File: config.mk
export PLATFORM = sky130hd
export DESIGN_NAME = uart_tx_fifo
export DESIGN_NICKNAME = d
export VERILOG_FILES = /design/src/rtl/uart_pkg.sv /design/src/rtl/sync_fifo.sv /design/src/rtl/uart_tx_fifo.sv
export SDC_FILE = /design/constraint.sdc
export NUM_CORES = 1
export LEC_CHECK = 0
export ABC_AREA = 0
export CAP_MARGIN = 20
export CORE_MARGIN = 1.5
export CORE_UTILIZATION = 55
export DETAILED_ROUTE_END_ITERATION = 12
export GPL_TIMING_DRIVEN = 0
export PLACE_DENSITY = 0.75
export SYNTH_ARGS = -nofsm -noshare
export SYNTH_HDL_FRONTEND = slang
export SYNTH_SLANG_ARGS = --single-unit
File: constraint.sdc
create_clock -name clk -period 3.1 [get_ports clk]
set_input_delay 0.465 -clock clk [delete_from_list [all_inputs] [get_ports clk]]
set_output_delay 0.465 -clock clk [all_outputs]
set_load 0.01 [all_outputs]
File: src/rtl/uart_pkg.sv
// Shared types and constants for the UART transmit path.
package uart_pkg;

  typedef enum logic [2:0] {
    IDLE   = 3'd0,
    START  = 3'd1,
    DATA   = 3'd2,
    PARITY = 3'd3,
    STOP   = 3'd4
  } tx_state_t;

  localparam int UART_DEFAULT_CLKS_PER_BIT = 868;
  localparam int UART_DATA_BITS            = 8;

endpackage

File: src/rtl/sync_fifo.sv
// Single-clock FIFO with occupancy count; pushes when full and pops when empty are ignored.
module sync_fifo #(
  parameter int WIDTH = 8,
  parameter int DEPTH = 16
) (
  input  logic                     clk,
  input  logic                     rst,
  input  logic                     push,
  input  logic [WIDTH-1:0]         din,
  input  logic                     pop,
  output logic [WIDTH-1:0]         dout,
  output logic                     full,
  output logic                     empty,
  output logic [$clog2(DEPTH):0]   count
);

  localparam int AW = $clog2(DEPTH);

  logic [WIDTH-1:0] mem_q [DEPTH];
  logic [AW-1:0]    wr_ptr_q, wr_ptr_d;
  logic [AW-1:0]    rd_ptr_q, rd_ptr_d;
  logic [AW:0]      count_q, count_d;
  logic             push_ok, pop_ok;

  assign full    = (count_q == (AW+1)'(DEPTH));
  assign empty   = (count_q == '0);
  assign count   = count_q;
  assign dout    = mem_q[rd_ptr_q];
  assign push_ok = push && !full;
  assign pop_ok  = pop && !empty;

  // Pointers are exactly log2(DEPTH) wide, so the increment wraps on its own.
  always_comb begin
    wr_ptr_d = wr_ptr_q;
    rd_ptr_d = rd_ptr_q;
    count_d  = count_q;
    if (push_ok) wr_ptr_d = wr_ptr_q + 1'b1;
    if (pop_ok)  rd_ptr_d = rd_ptr_q + 1'b1;
    if (push_ok && !pop_ok)      count_d = count_q + 1'b1;
    else if (!push_ok && pop_ok) count_d = count_q - 1'b1;
  end

  always_ff @(posedge clk) begin
    if (rst) begin
      wr_ptr_q <= '0;
      rd_ptr_q <= '0;
      count_q  <= '0;
    end else begin
      wr_ptr_q <= wr_ptr_d;
      rd_ptr_q <= rd_ptr_d;
      count_q  <= count_d;
    end
  end

  always_ff @(posedge clk) begin
    if (push_ok) mem_q[wr_ptr_q] <= din;
  end

endmodule

File: src/rtl/uart_tx_fifo.sv
// Buffered UART transmitter, 8N1 LSB first; define UART_TX_PARITY_EN to add an even-parity bit.
module uart_tx_fifo import uart_pkg::*; #(
  parameter int CLKS_PER_BIT = UART_DEFAULT_CLKS_PER_BIT,
  parameter int FIFO_DEPTH   = 16
) (
  input  logic                          clk,
  input  logic                          rst,
  input  logic                          tx_valid,
  input  logic [7:0]                    tx_data,
  output logic                          tx_ready,
  output logic                          txd,
  output logic                          busy,
  output logic [$clog2(FIFO_DEPTH):0]   fifo_count,
  output tx_state_t                     dbg_state
);

  localparam int CW = (CLKS_PER_BIT > 1) ? $clog2(CLKS_PER_BIT) : 1;

  // Handshake: a byte transfers on any rising edge where tx_valid && tx_ready;
  // tx_ready depends only on registered occupancy, and the producer holds
  // tx_data stable while tx_valid is high and tx_ready is low.
  tx_state_t     state_q, state_d;
  logic [CW-1:0] baud_q, baud_d;
  logic [2:0]    bit_q, bit_d;
  logic [7:0]    shift_q, shift_d;
  logic          txd_q, txd_d;
  logic          baud_last, pop;
  logic          fifo_full, fifo_empty;
  logic [7:0]    fifo_rdata;
`ifdef UART_TX_PARITY_EN
  logic          parity_q, parity_d;
`endif

  sync_fifo #(.WIDTH(8), .DEPTH(FIFO_DEPTH)) u_fifo (
    .clk   (clk),
    .rst   (rst),
    .push  (tx_valid),
    .din   (tx_data),
    .pop   (pop),
    .dout  (fifo_rdata),
    .full  (fifo_full),
    .empty (fifo_empty),
    .count (fifo_count)
  );

  assign tx_ready  = !fifo_full;
  assign txd       = txd_q;
  assign busy      = (state_q != IDLE) || !fifo_empty;
  assign dbg_state = state_q;
  assign baud_last = (baud_q == CW'(CLKS_PER_BIT - 1));

  always_comb begin
    state_d = state_q;
    baud_d  = baud_q + 1'b1;
    bit_d   = bit_q;
    shift_d = shift_q;
    pop     = 1'b0;
    case (state_q)
      IDLE: begin
        baud_d = '0;
        if (!fifo_empty) begin
          pop     = 1'b1;
          shift_d = fifo_rdata;
          state_d = START;
        end
      end
      START: if (baud_last) begin
        baud_d  = '0;
        bit_d   = '0;
        state_d = DATA;
      end
      DATA: if (baud_last) begin
        baud_d  = '0;
        shift_d = shift_q >> 1;
        bit_d   = bit_q + 3'd1;
        if (bit_q == 3'(UART_DATA_BITS - 1)) begin
`ifdef UART_TX_PARITY_EN
          state_d = PARITY;
`else
          state_d = STOP;
`endif
        end
      end
`ifdef UART_TX_PARITY_EN
      PARITY: if (baud_last) begin
        baud_d  = '0;
        state_d = STOP;
      end
`endif
      // Popping on the last stop cycle lets the next start bit follow with no gap.
      STOP: if (baud_last) begin
        baud_d = '0;
        if (!fifo_empty) begin
          pop     = 1'b1;
          shift_d = fifo_rdata;
          state_d = START;
        end else begin
          state_d = IDLE;
        end
      end
      default: begin
        baud_d  = '0;
        state_d = IDLE;
      end
    endcase
  end

`ifdef UART_TX_PARITY_EN
  assign parity_d = pop ? ^fifo_rdata : parity_q;
`endif

  // txd follows the current state, so the line lags the state by one cycle.
  always_comb begin
    txd_d = 1'b1;
    case (state_q)
      START:   txd_d = 1'b0;
      DATA:    txd_d = shift_q[0];
`ifdef UART_TX_PARITY_EN
      PARITY:  txd_d = parity_q;
`endif
      default: txd_d = 1'b1;
    endcase
  end

  always_ff @(posedge clk) begin
    if (rst) begin
      state_q  <= IDLE;
      baud_q   <= '0;
      bit_q    <= '0;
      shift_q  <= '0;
      txd_q    <= 1'b1;
`ifdef UART_TX_PARITY_EN
      parity_q <= 1'b0;
`endif
    end else begin
      state_q  <= state_d;
      baud_q   <= baud_d;
      bit_q    <= bit_d;
      shift_q  <= shift_d;
      txd_q    <= txd_d;
`ifdef UART_TX_PARITY_EN
      parity_q <= parity_d;
`endif
    end
  end

endmodule

==> summary.txt <==
Initial antenna violation count: 0
Setup ws final: 147.4 ps
Prevailing post-synth register cell: edfxtp_1
# DRC: 0
Hold buffers post-CTS: 0
Total wire length: 14490 um
Post-route cell area: 8262 sq um
CP Class: register to register
Total gr overflow: 0
Synth warn: 0
Multi-input gate area: 2331 sq um
Via density: 5.924
Int Pwr: 4.682 mW
Area of the die: 13690 sq um
DR iter-0 viols: 454
Buffers added on ports: 20
Antenna fix cells: 0
Cell Chain, Critical Path: ha_4, and4_4, nand4b_4, a2111oi_4, inv_4, ha_4, inv_2, ha_1, nor2b_1, o21a_1, or3_4, a21oi_2, xnor2_1, nor2_1
Post-synth top area share: 53.77%
Synthesized cell area: 7148 sq um
R2r setup slk: 150 ps
Clock Sinks: 170
Delay-heaviest family, CP: simple AND/OR/NAND/NOR gates
Placer Congestion: 0.9214
Critical path arrival: 3250 ps
Post-Route Skew: 4.777 ps
Largest net degree at the start of global routing: 17
Slew @ Worst Pin: 1055 ps
Crit. End Element: register
# fillers: 908
Peak VDD IR: 410.7 uV
Synth Net Count: 517
Max_slew headroom: 29.40%
Worst Path Buf+Inv: 2
Pre-Repair DR Iteration Count: 5
Crit path launch type: register
Hold Fails Final Rpt: 0
# IOs: 22
Seq pwr share: 41.7%
Non-Filler Instances: 724
Period utilization: 95.25%
CTS Root Buffer Type: clkbuf_16
Clock transition at the registers of the reported paths: 60 ps
Rows: 41
Starting Density: 56.41%
Max Fclk: 338.7 MHz
Max_cap viols: 0
Share of post-route cells with drive strength above 1: 15.76%
Core footprint: 12670 sq um
Comb pwr share: 24.5%
Worst Path Required: 3400 ps
Status: finished, final reports clean
CTS tree: done
Crit-path most repeated cell: ha_4
P&R area growth vs syn: 15.58%
Clock latency on the worst-skew pair: 430 ps
Clock share of power: 33.7%
Crit-path max FO: 4
Register Area: 4687 sq um
FF+latch count, synth: 170
CP max-delay cell: a2111oi_4
Die Y: 117 um
First-pass GRT wire length: 22340 um
Final Setup Violations: 0
Number of synthesized flops with an enable pin: 128
Routed Antenna Nets: 0
Dpl cells: 689
Final Max Tran Viols: 0
HPWL after detailed placement: 9860 um
Leak: 2.714 nW
WL/cell: 20.02 um
Nets: 563
Minimum clock period: 2953 ps
Unrepaired setup endpoints after global routing: no
Cell taking the most area after synthesis: edfxtp_1
Pre-CTS setup slack: -325.2 ps
Routed vias: 4289
Crit path largest cell delay: 410 ps
CTS H-Tree Depth: 4
Sequential-to-total area share from yosys stat: 65.53%
Worst Hold Class: primary input to register
Syn Area/Cell: 14.50 sq um
PD cells: 782.1 nW/um^2
Ys async rst share: 0%
P_sw: 1.779 mW
Die Width: 117 um
CTS buffer count: 17
Clk buf depth: 2
Placed cell area: 7586 sq um
Synth area leaders: edfxtp_1, dfxtp_1, mux4_2, mux2i_1, nor2_1
Global Route Usage Sum: 23.03%
Vias in the first global route: 4146
Yosys cell types: 56
Post-Synthesis Cells: 493
Switch share: 27.54%
## synthesized netlist by cell type (all sizes together) (2+ instances only)
cell type / count
and2: 5
nand2: 27
a221oi: 8
mux2i: 26
ha: 12
nor2: 54
dfxtp: 42
nor3: 13
clkbuf: 14
a32o: 4
nor4: 2
a221o: 2
o21ai: 13
buf: 10
or3: 6
nand2b: 5
a211oi: 6
a22oi: 2
o211ai: 6
nand4: 3
mux4: 23
a21oi: 22
xor2: 9
nand3: 5
xnor2: 9
edfxtp: 128
o21a: 2
inv: 10
nor2b: 8
## metrics by stage
step	setup TNS, ps	util [%]	power [mW]	hold slack (ps)
floorplan	0	-	3.810	419.8
global placement	-234.3	59.71	4.208	430.1
detailed placement	-326.6	59.87	4.249	436.9
CTS	0	65.04	6.456	349.2
global route	0	65.20	6.724	374.1
finish	0	65.20	6.461	369.7
## worst register-to-register path: cells and delay by family (launching register included)
family | cells | cell delay [ps]
compound gates | 3 | 720
xor+xnor | 1 | 130
fa+ha+maj | 3 | 580
buf+inv | 2 | 150
flops | 1 | 350
simple gates | 5 | 910
## repair_timing
action | in CTS | in global routing
setup buffers | 1 | 2
pin swaps | 2 | 2
setup endpoints to repair | 2 | 1
gates resized for setup | 8 | 2
## per-layer routing
| metal | vias up | track usage (%) | wire length, um |
|---|---|---|---|
| met5 | - | 0 | 0 |
| met4 | 0 | 9.880 | 257 |
| met3 | 22 | 6.128 | 917 |
| met2 | 142 | 37.23 | 7266 |
| met1 | 2164 | 29.75 | 6050 |
| li1 | 1961 | - | - |
## flip-flops by register name, indices dropped and copies added, names as in the netlist, named ones only
signal / flops
baud_q: 10
bit_q: 3
dbg_state: 3
shift_q: 8
txd: 1
u_fifo.count: 5
u_fifo.mem_q: 128
u_fifo.rd_ptr_q: 4
u_fifo.wr_ptr_q: 4
## logic make-up (layout without fill, tap and decap cells)
kind of cell | Yosys count | count (layout) | share of synthesized area [%]
and+or+nand+nor | 138 | 138 | 9.557
muxes | 49 | 49 | 10.89
adders and majority gates | 13 | 13 | 2.380
AOI/OAI and AO/OA | 71 | 71 | 6.949
buffers and inverters | 34 | 93 | 2.485
DFF | 170 | 170 | 65.53
xor gates and xnor gates | 18 | 18 | 2.206
## path summary, 6_finish.rpt
kind / from / end / cells after the start
worst min-delay path: rst / dbg_state[2]$_SDFFE_PP0P_ / 3
worst max-delay path: baud_q[0]$_SDFF_PP0_ / u_fifo.count[4]$_SDFFE_PP0P_ / 14
worst max register to register: baud_q[0]$_SDFF_PP0_ / u_fifo.count[4]$_SDFFE_PP0P_ / 14
worst min register to register: baud_q[0]$_SDFF_PP0_ / baud_q[0]$_SDFF_PP0_ / 1
## layout by cell type (no fill, tap or decap), types with 5 or more instances in the layout
cell | netlist | layout
xor2_1 | 9 | 9
clkbuf_1 | 13 | 15
nand3_1 | 5 | 5
dfxtp_1 | 42 | 40
xnor2_1 | 9 | 9
inv_1 | 9 | 8
nor2_1 | 54 | 54
a211oi_1 | 6 | 6
ha_1 | 12 | 10
nand2b_1 | 5 | 5
nand2_1 | 27 | 27
mux4_2 | 23 | 23
clkdlybuf4s50_1 | 0 | 20
edfxtp_1 | 128 | 128
a21oi_1 | 22 | 21
a221oi_1 | 8 | 8
nor3_1 | 11 | 11
nor2b_1 | 8 | 8
buf_2 | 3 | 7
clkbuf_16 | 0 | 17
buf_4 | 4 | 7
o211ai_1 | 6 | 6
mux2i_1 | 26 | 26
o21ai_0 | 10 | 10
or3_1 | 6 | 5
## final cells by class
cell class                      count  share of cell area [%]
Timing Repair Buffer               27                   2.938
Clock inverter                     13                   2.120
Inverter                           10                  0.4846
Buffer                             24                   1.666
Tap cell                          172                   2.605
Sequential cell                   170                   56.73
Clock buffer                       19                   5.240
Multi-Input combinational cell    289                   28.21
## power by group through the flow
stage                     registers (mW)  logic [mW]  clock network (mW)
final                               2.70        1.59                2.18
after global routing                2.71        1.73                2.28
after CTS                           2.69        1.56                2.20
after detailed placement            2.74        1.51                   0
after global placement              2.73        1.48                   0
after floorplan                     2.73        1.08                   0
(Power assumes the default switching activity.)
